### src/rtl/ctrl_defs.sv
// rtl/ctrl_defs.sv - shared opcode/funct constants and control encodings
package ctrl_defs;

  localparam logic [5:0] OP_RTYPE = 6'h00;
  localparam logic [5:0] OP_J     = 6'h02;
  localparam logic [5:0] OP_BEQ   = 6'h04;
  localparam logic [5:0] OP_ADDI  = 6'h08;
  localparam logic [5:0] OP_LW    = 6'h23;
  localparam logic [5:0] OP_SW    = 6'h2B;

  localparam logic [5:0] FN_ADD = 6'h20;
  localparam logic [5:0] FN_SUB = 6'h22;
  localparam logic [5:0] FN_AND = 6'h24;
  localparam logic [5:0] FN_OR  = 6'h25;
  localparam logic [5:0] FN_NOR = 6'h27;
  localparam logic [5:0] FN_SLT = 6'h2A;

  typedef enum logic [2:0] {
    ALU_ZERO = 3'b000,
    ALU_ADD  = 3'b001,
    ALU_SUB  = 3'b010,
    ALU_AND  = 3'b011,
    ALU_OR   = 3'b100,
    ALU_NOR  = 3'b101,
    ALU_SLT  = 3'b110
  } alu_fun_t;

  typedef enum logic [1:0] {
    PC_PLUS4  = 2'b00,
    PC_BRANCH = 2'b01,
    PC_JUMP   = 2'b10
  } pc_src_t;

  typedef enum logic [2:0] {
    S_FETCH,
    S_DECODE,
    S_EXEC,
    S_MEM,
    S_WB,
    S_HALT
  } state_t;

endpackage

### src/rtl/alu_decoder.sv
// rtl/alu_decoder.sv - combinational {op,funct} to ALU controls and legality
module alu_decoder
  import ctrl_defs::*;
(
  input  logic [5:0] op,
  input  logic [5:0] funct,
  output logic [2:0] alu_fun,
  output logic       sel_alu,
  output logic       sel_reg,
  output logic       legal
);

  // Decode the instruction class; anything not listed stays illegal
  always_comb begin
    alu_fun = ALU_ZERO;
    sel_alu = 1'b0;
    sel_reg = 1'b0;
    legal   = 1'b0;
    case (op)
      OP_RTYPE: begin
        sel_reg = 1'b1;
        legal   = 1'b1;
        case (funct)
          FN_ADD:  alu_fun = ALU_ADD;
          FN_SUB:  alu_fun = ALU_SUB;
          FN_AND:  alu_fun = ALU_AND;
          FN_OR:   alu_fun = ALU_OR;
          FN_NOR:  alu_fun = ALU_NOR;
          FN_SLT:  alu_fun = ALU_SLT;
          default: legal   = 1'b0;
        endcase
      end
      OP_LW, OP_SW, OP_ADDI: begin
        alu_fun = ALU_ADD;
        sel_alu = 1'b1;
        legal   = 1'b1;
      end
      OP_BEQ: begin
        alu_fun = ALU_SUB;
        legal   = 1'b1;
      end
      OP_J: begin
        legal = 1'b1;
      end
      default: legal = 1'b0;
    endcase
  end

endmodule

### src/rtl/multicycle_control.sv
// rtl/multicycle_control.sv - multi-cycle FETCH/DECODE/EXEC/MEM/WB controller
module multicycle_control
  import ctrl_defs::*;
#(
  parameter int CNT_W = 32
) (
  input  logic             clk,
  input  logic             rst_n,
  input  logic [5:0]       opcode,
  input  logic [5:0]       funct,
  input  logic             zero,
  input  logic             mem_ready,
  output logic [2:0]       alu_fun,
  output logic             sel_alu,
  output logic             sel_reg,
  output logic             ir_write,
  output logic             pc_write,
  output logic [1:0]       pc_src,
  output logic             mem_req,
  output logic             mem_we,
  output logic             reg_write,
  output logic             mem_to_reg,
  output logic             illegal,
  output logic [CNT_W-1:0] retired
);

  localparam logic [CNT_W-1:0] CNT_ONE = {{(CNT_W-1){1'b0}}, 1'b1};

  state_t           state_q, state_d;
  logic [5:0]       op_q, op_d;
  logic [5:0]       funct_q, funct_d;
  logic [CNT_W-1:0] retired_q, retired_d;

  logic [2:0] dec_alu_fun;
  logic       dec_sel_alu;
  logic       dec_sel_reg;
  logic       dec_legal;

  alu_decoder u_alu_decoder (
    .op      (op_q),
    .funct   (funct_q),
    .alu_fun (dec_alu_fun),
    .sel_alu (dec_sel_alu),
    .sel_reg (dec_sel_reg),
    .legal   (dec_legal)
  );

  // State, latched instruction fields and retire counter
  always_ff @(posedge clk or negedge rst_n) begin
    if (!rst_n) begin
      state_q   <= S_FETCH;
      op_q      <= '0;
      funct_q   <= '0;
      retired_q <= '0;
    end else begin
      state_q   <= state_d;
      op_q      <= op_d;
      funct_q   <= funct_d;
      retired_q <= retired_d;
    end
  end

  // Next state and control outputs; outputs are forced low while reset is held
  always_comb begin
    state_d    = state_q;
    op_d       = op_q;
    funct_d    = funct_q;
    retired_d  = retired_q;
    alu_fun    = ALU_ZERO;
    sel_alu    = 1'b0;
    sel_reg    = 1'b0;
    ir_write   = 1'b0;
    pc_write   = 1'b0;
    pc_src     = PC_PLUS4;
    mem_req    = 1'b0;
    mem_we     = 1'b0;
    reg_write  = 1'b0;
    mem_to_reg = 1'b0;
    illegal    = 1'b0;
    case (state_q)
      S_FETCH: begin
        mem_req = 1'b1;
        if (mem_ready) begin
          ir_write = 1'b1;
          pc_write = 1'b1;
          op_d     = opcode;
          funct_d  = funct;
          state_d  = S_DECODE;
        end
      end
      S_DECODE: begin
        state_d = dec_legal ? S_EXEC : S_HALT;
      end
      S_EXEC: begin
        alu_fun = dec_alu_fun;
        sel_alu = dec_sel_alu;
        case (op_q)
          OP_BEQ: begin
            pc_src    = PC_BRANCH;
            pc_write  = zero;
            state_d   = S_FETCH;
            retired_d = retired_q + CNT_ONE;
          end
          OP_J: begin
            pc_src    = PC_JUMP;
            pc_write  = 1'b1;
            state_d   = S_FETCH;
            retired_d = retired_q + CNT_ONE;
          end
          OP_LW, OP_SW: state_d = S_MEM;
          default:      state_d = S_WB;
        endcase
      end
      S_MEM: begin
        mem_req = 1'b1;
        mem_we  = (op_q == OP_SW);
        if (mem_ready) begin
          if (op_q == OP_SW) begin
            state_d   = S_FETCH;
            retired_d = retired_q + CNT_ONE;
          end else begin
            state_d = S_WB;
          end
        end
      end
      S_WB: begin
        reg_write  = 1'b1;
        sel_reg    = dec_sel_reg;
        mem_to_reg = (op_q == OP_LW);
        state_d    = S_FETCH;
        retired_d  = retired_q + CNT_ONE;
      end
      S_HALT: begin
        illegal = 1'b1;
      end
      default: state_d = S_FETCH;
    endcase
    if (!rst_n) begin
      alu_fun    = ALU_ZERO;
      sel_alu    = 1'b0;
      sel_reg    = 1'b0;
      ir_write   = 1'b0;
      pc_write   = 1'b0;
      pc_src     = PC_PLUS4;
      mem_req    = 1'b0;
      mem_we     = 1'b0;
      reg_write  = 1'b0;
      mem_to_reg = 1'b0;
      illegal    = 1'b0;
    end
  end

  assign retired = retired_q;

endmodule
### config.mk
export PLATFORM = sky130hd
export DESIGN_NAME = multicycle_control
export DESIGN_NICKNAME = d
export VERILOG_FILES = /design/src/rtl/ctrl_defs.sv /design/src/rtl/alu_decoder.sv /design/src/rtl/multicycle_control.sv
export SDC_FILE = /design/constraint.sdc
export NUM_CORES = 1
export LEC_CHECK = 0
export BUFFER_PORTS_ARGS = -buffer_cell sky130_fd_sc_hd__clkbuf_2
export CAP_MARGIN = 20
export CORE_MARGIN = 4
export CORE_UTILIZATION = 30
export CTS_BUF_LIST = sky130_fd_sc_hd__clkbuf_16
export CTS_CLUSTER_SIZE = 40
export DETAILED_ROUTE_END_ITERATION = 16
export GPL_TIMING_DRIVEN = 0
export HOLD_SLACK_MARGIN = 0.1
export SYNTH_ARGS = -nofsm -noshare
export SYNTH_HDL_FRONTEND = slang
export SYNTH_SLANG_ARGS = --single-unit
### constraint.sdc
create_clock -name clk -period 4 [get_ports clk]
set_input_delay 0.8 -clock clk [delete_from_list [all_inputs] [get_ports clk]]
set_output_delay 0.8 -clock clk [all_outputs]
set_load 0.01 [all_outputs]
==> out/qor.txt, run 1 <==
Status - complete, no violations
Tmin final - 3230 ps
Final worst path period share - 80.7%
Share of the yosys chip area belonging to registers - 45.5%
Number of synthesized flops with an enable pin - 0
Max cap viols - 0
Bufs and invs on worst path - 2
IO buf count - 61
DRT Pass-1 Iters - 6
Leak - 1.51 nW
CP arrival - 2430 ps
Ys async rst share - 100%
DRC violations left - 0
Die width - 101 microns
TritonCTS clock tree - built
Hold path startpoint - retired[31]
Most frequent cells in the layout - clkbuf_2 (61), dfrtp_1 (47), xor2_1 (28), nor2_1 (19), nand2_1 (17)
FF+latch count, synth - 47
CP Launch Type - register
Iteration-0 DRC Markers - 122
Final Hold Vio Count - 0
Vias - 2135
Filler Cell Count - 806
WP data required - 3200 ps
Multi-input logic area - 1340 sq um
Yosys warns - 0
Commonest non-fill, non-tap cell in the layout - clkbuf_2
Initial antenna violation count - 0
Peak supply drop - 0.170 mV
Post-DP HPWL - 4640 microns
Vias in the first global route - 2104
Ports - 62
Share of layout cells above drive strength 1 - 31.2%
CP peak stage delay - 530 ps
Worst Hold End - retired[31]
Root buf cell - clkbuf_16
GRT Residual Overflow - 0
Hold Crit Class - reg2reg
CTS max path bufs - 2
Starting density of the core - 31.2%
Cells after Synth - 248
Routed WL per cell - 14.5 microns
Routed Antenna Nets - 0
Ant diodes - 0
Reg2reg end - op_q[2]
Number of H-tree levels - 2
Hold-critical path depth - 1
CP startpoint - op_q[2]
Setup slack, reg-to-reg - 1570 ps
Pwr Density - 530 nW/um^2
Post-CTS setup buffer count - 0
Cell Rows - 33
R2R depth - 4
Clock Latency Late Sink - 290 ps
Crit path max fanout - 9
Design Power - 0.00169 W
Clk sink count - 47
Final Wtd Congestion - 0.841
Max-slew headroom - 32.5%
Global Route Usage Sum - 12.7%
Final net count - 334
Family with the most delay on the worst path - simple AND/OR/NAND/NOR gates
Mean area per synthesized cell - 10.4 sq um
Reg-to-Reg Start - state_q[0]
CTS Buf Count - 5
Fmax - 0.310 GHz
Register Area - 1180 sq um
Critical-path cell list - buf_2 -> nor4_1 -> nand4b_1 -> or3b_2 -> a21oi_1 -> clkbuf_2
Setup-failing EPs final - 0
WHS - 474 ps
Final core occ - 38.3%
Detailed Route WL - 6130 microns
Post-CTS sizing - 0
Most common flop cell mapped by yosys - dfrtp_1
Clock skew - 7.67 ps
CTS clk-pin slew, worst paths - 70 ps
Mapped Nets - 265
RSZ-0062 raised after global routing - no
Layout area overhead - 23.0%
First-pass GRT wire length - 10300 microns
Pin count of the biggest net entering global routing - 33
Vias/cell - 5.06
Slew @ Worst Pin - 999 ps
Floorplan core area - 8300 sq um
CP endpoint kind - output port
Crit path kind - reg2out
Hold bufs inserted after CTS - 0
Slowest cell on crit path - nor4_1
Setup_tns - 0 ps
Max-slew violations - 0
Die area - 10200 sq um
Synth cell types - 49
Die Ht - 101 microns
Synthesized cell area - 2590 sq um
==> routing by layer <==
layer,track usage (%),wire length (microns)
met5,0,0
met2,19.5,2900
met1,17.5,2920
met3,2.63,198
met4,4.87,115
==> metrics by stage <==
step | setup WS, ps | cell area, sq um | std cells
after floorplan | 1400 | 2590 | 248
after global routing | 593 | 3180 | 422
after detailed placement | 962 | 3040 | 415
after CTS | 786 | 3180 | 422
final | 773 | 3180 | 422
after global placement | 301 | 3020 | 414
==> Yosys cell counts (all sizes together), types with 5 or more instances <==
cell type   n  area, sq um
buf         7         46.3
dfrtp      47         1180
mux2       13          146
nand2      17         63.8
nand3      11         55.1
nand4       9         56.3
nor2       19         71.3
nor3       14         81.3
nor3b       5         37.5
nor4       11          118
nor4b       6         71.3
o21ai       5         25.0
xor2       28          245
==> logic make-up (layout without fill, tap and decap cells) <==
family / after synthesis / count (layout) / share of synthesized area, %
mux: 13 / 13 / 5.66
buf+inv: 14 / 83 / 2.81
simple gates: 119 / 119 / 29.0
flops: 47 / 47 / 45.5
compound gates: 22 / 22 / 5.71
fa+ha+maj: 1 / 1 / 0.484
xor+xnor: 32 / 32 / 10.8
==> sequential cells by signal, indices dropped and copies added, names as in the netlist <==
name	count
op_q	6
state_q	3
funct_q	6
retired	32
==> cell type report <==
cell class	count	share of cell area (%)
flip-flops and latches	47	37.0
multi-input cells	187	42.0
clock inverters	2	0.433
repair buffers	62	10.2
clock buffers	5	3.93
plain buffers	11	1.93
inverters	3	0.354
well taps	105	4.13
==> power by group <==
part / switching, W / internal (W)
combinational: 0.000345 / 0.000261
sequential: 0.000105 / 0.000573
clock: 0.000174 / 0.000228
total: 0.000624 / 0.00106
==> worst reg2reg max path, stage by stage (launching register included) <==
cell and delay [ps]:
dfrtp_1 420, clkbuf_1 230, nor4b_1 900, buf_2 400
mux2_2 370
==> worst max path at each step <==
| stage | to | slack, ps | cells after the start |
|---|---|---|---|
| 2_1_floorplan | alu_fun[0] | 1400 | 5 |
| 5_1_grt | alu_fun[0] | 590 | 6 |
| 4_1_cts | alu_fun[0] | 790 | 6 |
| 3_5_place_dp | pc_write | 960 | 5 |
| 3_3_place_gp | pc_src[1] | 300 | 4 |
| 6_report | alu_fun[0] | 770 | 6 |
No activity file was read; power rests on OpenSTA's default activity.
==> run 2: changes to the inputs <==
--- a/config.mk
+++ b/config.mk
@@ -5,6 +5,7 @@
 export SDC_FILE = /design/constraint.sdc
 export NUM_CORES = 1
 export LEC_CHECK = 0
+export ABC_AREA = 1
 export BUFFER_PORTS_ARGS = -buffer_cell sky130_fd_sc_hd__clkbuf_2
 export CAP_MARGIN = 20
 export CORE_MARGIN = 4
==> constraint.sdc (replaced) <==
create_clock -name clk -period 3.35 [get_ports clk]
set_input_delay 0.67 -clock clk [delete_from_list [all_inputs] [get_ports clk]]
set_output_delay 0.67 -clock clk [all_outputs]
set_load 0.01 [all_outputs]
==> run 2 against run 1 <==
  * Synthesized cell count increased by 90%
  * Global-route usage increased by 2.6 points
  * First-iteration DRC count increased by 2.5%
  * Die area increased by 17%
  * Combinational power increased by 55%
  * Clock power increased by 41%
  * Sequential power increased by 25%
  * Hold slack got worse by 150 ps
  * Final cell count increased by 59%
  * Sequential cell count unchanged
  * Routed wire length increased by 44%
  * Register-to-register slack got worse by 30 ps
==> out/qor.txt, run 2 <==
Status - complete, no violations
CP peak stage delay - 380 ps (-150 ps)
Share of the synthesized area in the top cell type - 38.4% (-7.0 points)
Initial antenna violation count - 0 (unchanged)
Setup-failing EPs final - 0 (unchanged)
Root buf cell - clkbuf_16
Global Route Usage Sum - 15.3% (+2.6 points)
Psw - 0.000990 W (+59%)
Clock Latency Late Sink - 290 ps (about the same)
Post-DP HPWL - 7090 microns (+53%)
TritonCTS clock tree - built
Ys async rst share - 100% (unchanged)
Max cap viols - 0 (unchanged)
Slew @ Worst Pin - 468 ps (-531 ps)
WP data required - 2680 ps (-520 ps)
Floorplan core area - 9860 sq um (+19%)
Post-synth top area cell - dfrtp_1
CP endpoint kind - output port
Number of synthesized flops with an enable pin - 0 (unchanged)
Max-slew headroom - 68.8% (+36 points)
DRC violations left - 0 (unchanged)
Critical-path cell list - clkbuf_2 -> buf_12 -> inv_1 -> nor2_1 -> inv_1 -> a21oi_1 -> or2_2 -> clkbuf_2
Metal2 WL - 4310 microns (+48%)
Clk sink count - 47 (unchanged)
Peak supply drop - 0.267 mV (+57%)
Post-CTS setup buffer count - 0 (unchanged)
Fmax - 0.355 GHz
Synthesized cell area - 3060 sq um (+18%)
Die Ht - 109 microns (+8.1%)
Ports - 62 (unchanged)
Vias - 3131 (+47%)
CP Launch Type - input pin
Iteration-0 DRC Markers - 125 (+2.5%)
Setup_tns - 0 ps (unchanged)
Vias/cell - 4.65 (-8.0%)
First-pass GRT wire length - 14500 microns (+41%)
DRT Pass-1 Iters - 4 (-2)
Final core occ - 37.7% (-0.68 points)
Hold bufs inserted after CTS - 0 (unchanged)
Hold Crit Class - in2async
Share of layout cells above drive strength 1 - 16.7% (-15 points)
Number of H-tree levels - 2 (unchanged)
Share of the yosys chip area belonging to registers - 38.4% (-7.0 points)
Ant diodes - 0 (unchanged)
Final Hold Vio Count - 0 (unchanged)
Tmin final - 2820 ps
Synth top cells by count - nand2_1 (196), nor2_1 (55), dfrtp_1 (47), inv_1 (46), nand3_1 (35)
CTS Buf Count - 5 (unchanged)
GRT Residual Overflow - 0 (unchanged)
Clock skew - 5.71 ps (-1.95 ps)
CP arrival - 2150 ps (-280 ps)
Final net count - 556 (+66%)
Internal cell power - 0.00136 W (+28%)
Pwr Density - 632 nW/um^2 (+19%)
Crit path max fanout - 33 (+24)
Max Used Layer - met4
Pin count of the biggest net entering global routing - 34 (+3.0%)
Synth cell types - 29 (-41%)
Max reg flops - 32 (unchanged)
Mean area per synthesized cell - 6.51 sq um (-38%)
Met1 WL - 4060 microns (+39%)
Cells after Synth - 470 (+90%)
Final worst path period share - 84.1%
Detailed Route WL - 8860 microns (+44%)
Post-CTS sizing - 0 (unchanged)
Final Wtd Congestion - 0.915 (+8.9%)
FF+latch count, synth - 47 (unchanged)
Yosys warns - 0 (unchanged)
WL met3 - 441 microns (+120%)
Combinational share of power - 39.9% (+4.0 points)
Top post-synthesis cells by area - dfrtp_1 (38%), nand2_1 (24%), nor2_1 (6.7%)
Leak - 1.94 nW (+28%)
Routed Antenna Nets - 0 (unchanged)
Crit path kind - in2out
Die width - 109 microns (+8.1%)
RSZ-0062 raised after global routing - no
Max-slew violations - 0 (unchanged)
Switch share - 42.2% (+5.1 points)
Most frequent cells in the layout - nand2_1 (196), clkbuf_2 (61), nor2_1 (55), dfrtp_1 (47), inv_1 (46)
Most common flop cell mapped by yosys - dfrtp_1
Seq pwr share - 36.0% (-4.3 points)
Commonest non-fill, non-tap cell in the layout - nand2_1
Cell Rows - 36 (+9.1%)
Slowest cell on crit path - clkbuf_2
Most common cell in the netlist - nand2_1
CTS max path bufs - 2 (unchanged)
Starting density of the core - 31.0% (-0.15 points)
Mapped Nets - 487 (+84%)
Die area - 11900 sq um (+17%)
Routed WL per cell - 13.2 microns (-9.4%)
Vias in the first global route - 2998 (+42%)
Clock power frac - 24.1% (+0.3 points)
Layout area overhead - 21.4%
CTS clk-pin slew, worst paths - 70 ps (about the same)
IO buf count - 61 (unchanged)
## run 2: per-layer routing
metal | GRT usage (%) | vias up
li1 | - | 1606
met3 | 2.90 | 7
met1 | 19.5 | 1441
met2 | 27.3 | 77
met5 | 0 | -
met4 | 2.43 | 0
## run 2: per-stage QoR
stage	area [sq um]	instances	total power [W]	hold slack, ps	setup WS (ps)
floorplan	3060	470	0.00149	374	1350
global placement	3530	664	0.00177	457	-78.4
detailed placement	3550	665	0.00180	476	477
CTS	3710	673	0.00238	341	466
global route	3710	673	0.00254	365	328
finish	3710	673	0.00235	323	532
## run 2: final timing paths
check,endpoint,from,slack (ps),cells past startpoint
min reg2reg,funct_q[4],funct_q[4],490,2
min in group clk,funct_q[4],funct_q[4],490,2
max,pc_write,rst_n,530,8
min,retired[7],rst_n,320,1
max in group asynchronous,state_q[2],rst_n,2490,2
max reg2reg,retired[16],retired[0],1540,6
## run 2: worst max-delay path: cells and delay by family
kind                   cells  cell delay [ps]
and+or+nand+nor            2              320
AOI/OAI and AO/OA          1              110
buffers and inverters      5             1030
## run 2: layout make-up
| cell class | count | area (sq um) |
|---|---|---|
| Timing Repair Buffer | 62 | 325 |
| Inverter | 51 | 194 |
| Clock buffer | 5 | 125 |
| Tap cell | 133 | 166 |
| Clock inverter | 3 | 38.8 |
| Sequential cell | 47 | 1180 |
| Fill cell | 1084 | 6150 |
| Buffer | 8 | 55.1 |
| Multi-Input combinational cell | 364 | 1630 |
## run 2: power by group through the flow
stage	clock network (W)	registers, W	logic, W
floorplan	0	0.000842	0.000648
global route	0.000602	0.000865	0.00107
CTS	0.000584	0.000845	0.000948
detailed placement	0	0.000854	0.000946
finish	0.000566	0.000846	0.000937
global placement	0	0.000847	0.000926
## run 2: cells by family (layout without fill, tap and decap cells)
| group | count (synthesis) | in the layout | share of synthesized area (%) |
|---|---|---|---|
| XOR/XNOR | 11 | 11 | 3.15 |
| flip-flops | 47 | 47 | 38.4 |
| AND/OR/NAND/NOR | 325 | 325 | 45.4 |
| AO/OA/AOI/OAI | 27 | 27 | 4.50 |
| adder cells (fa/ha/maj) | 1 | 1 | 0.409 |
| buffers and inverters | 59 | 129 | 8.14 |
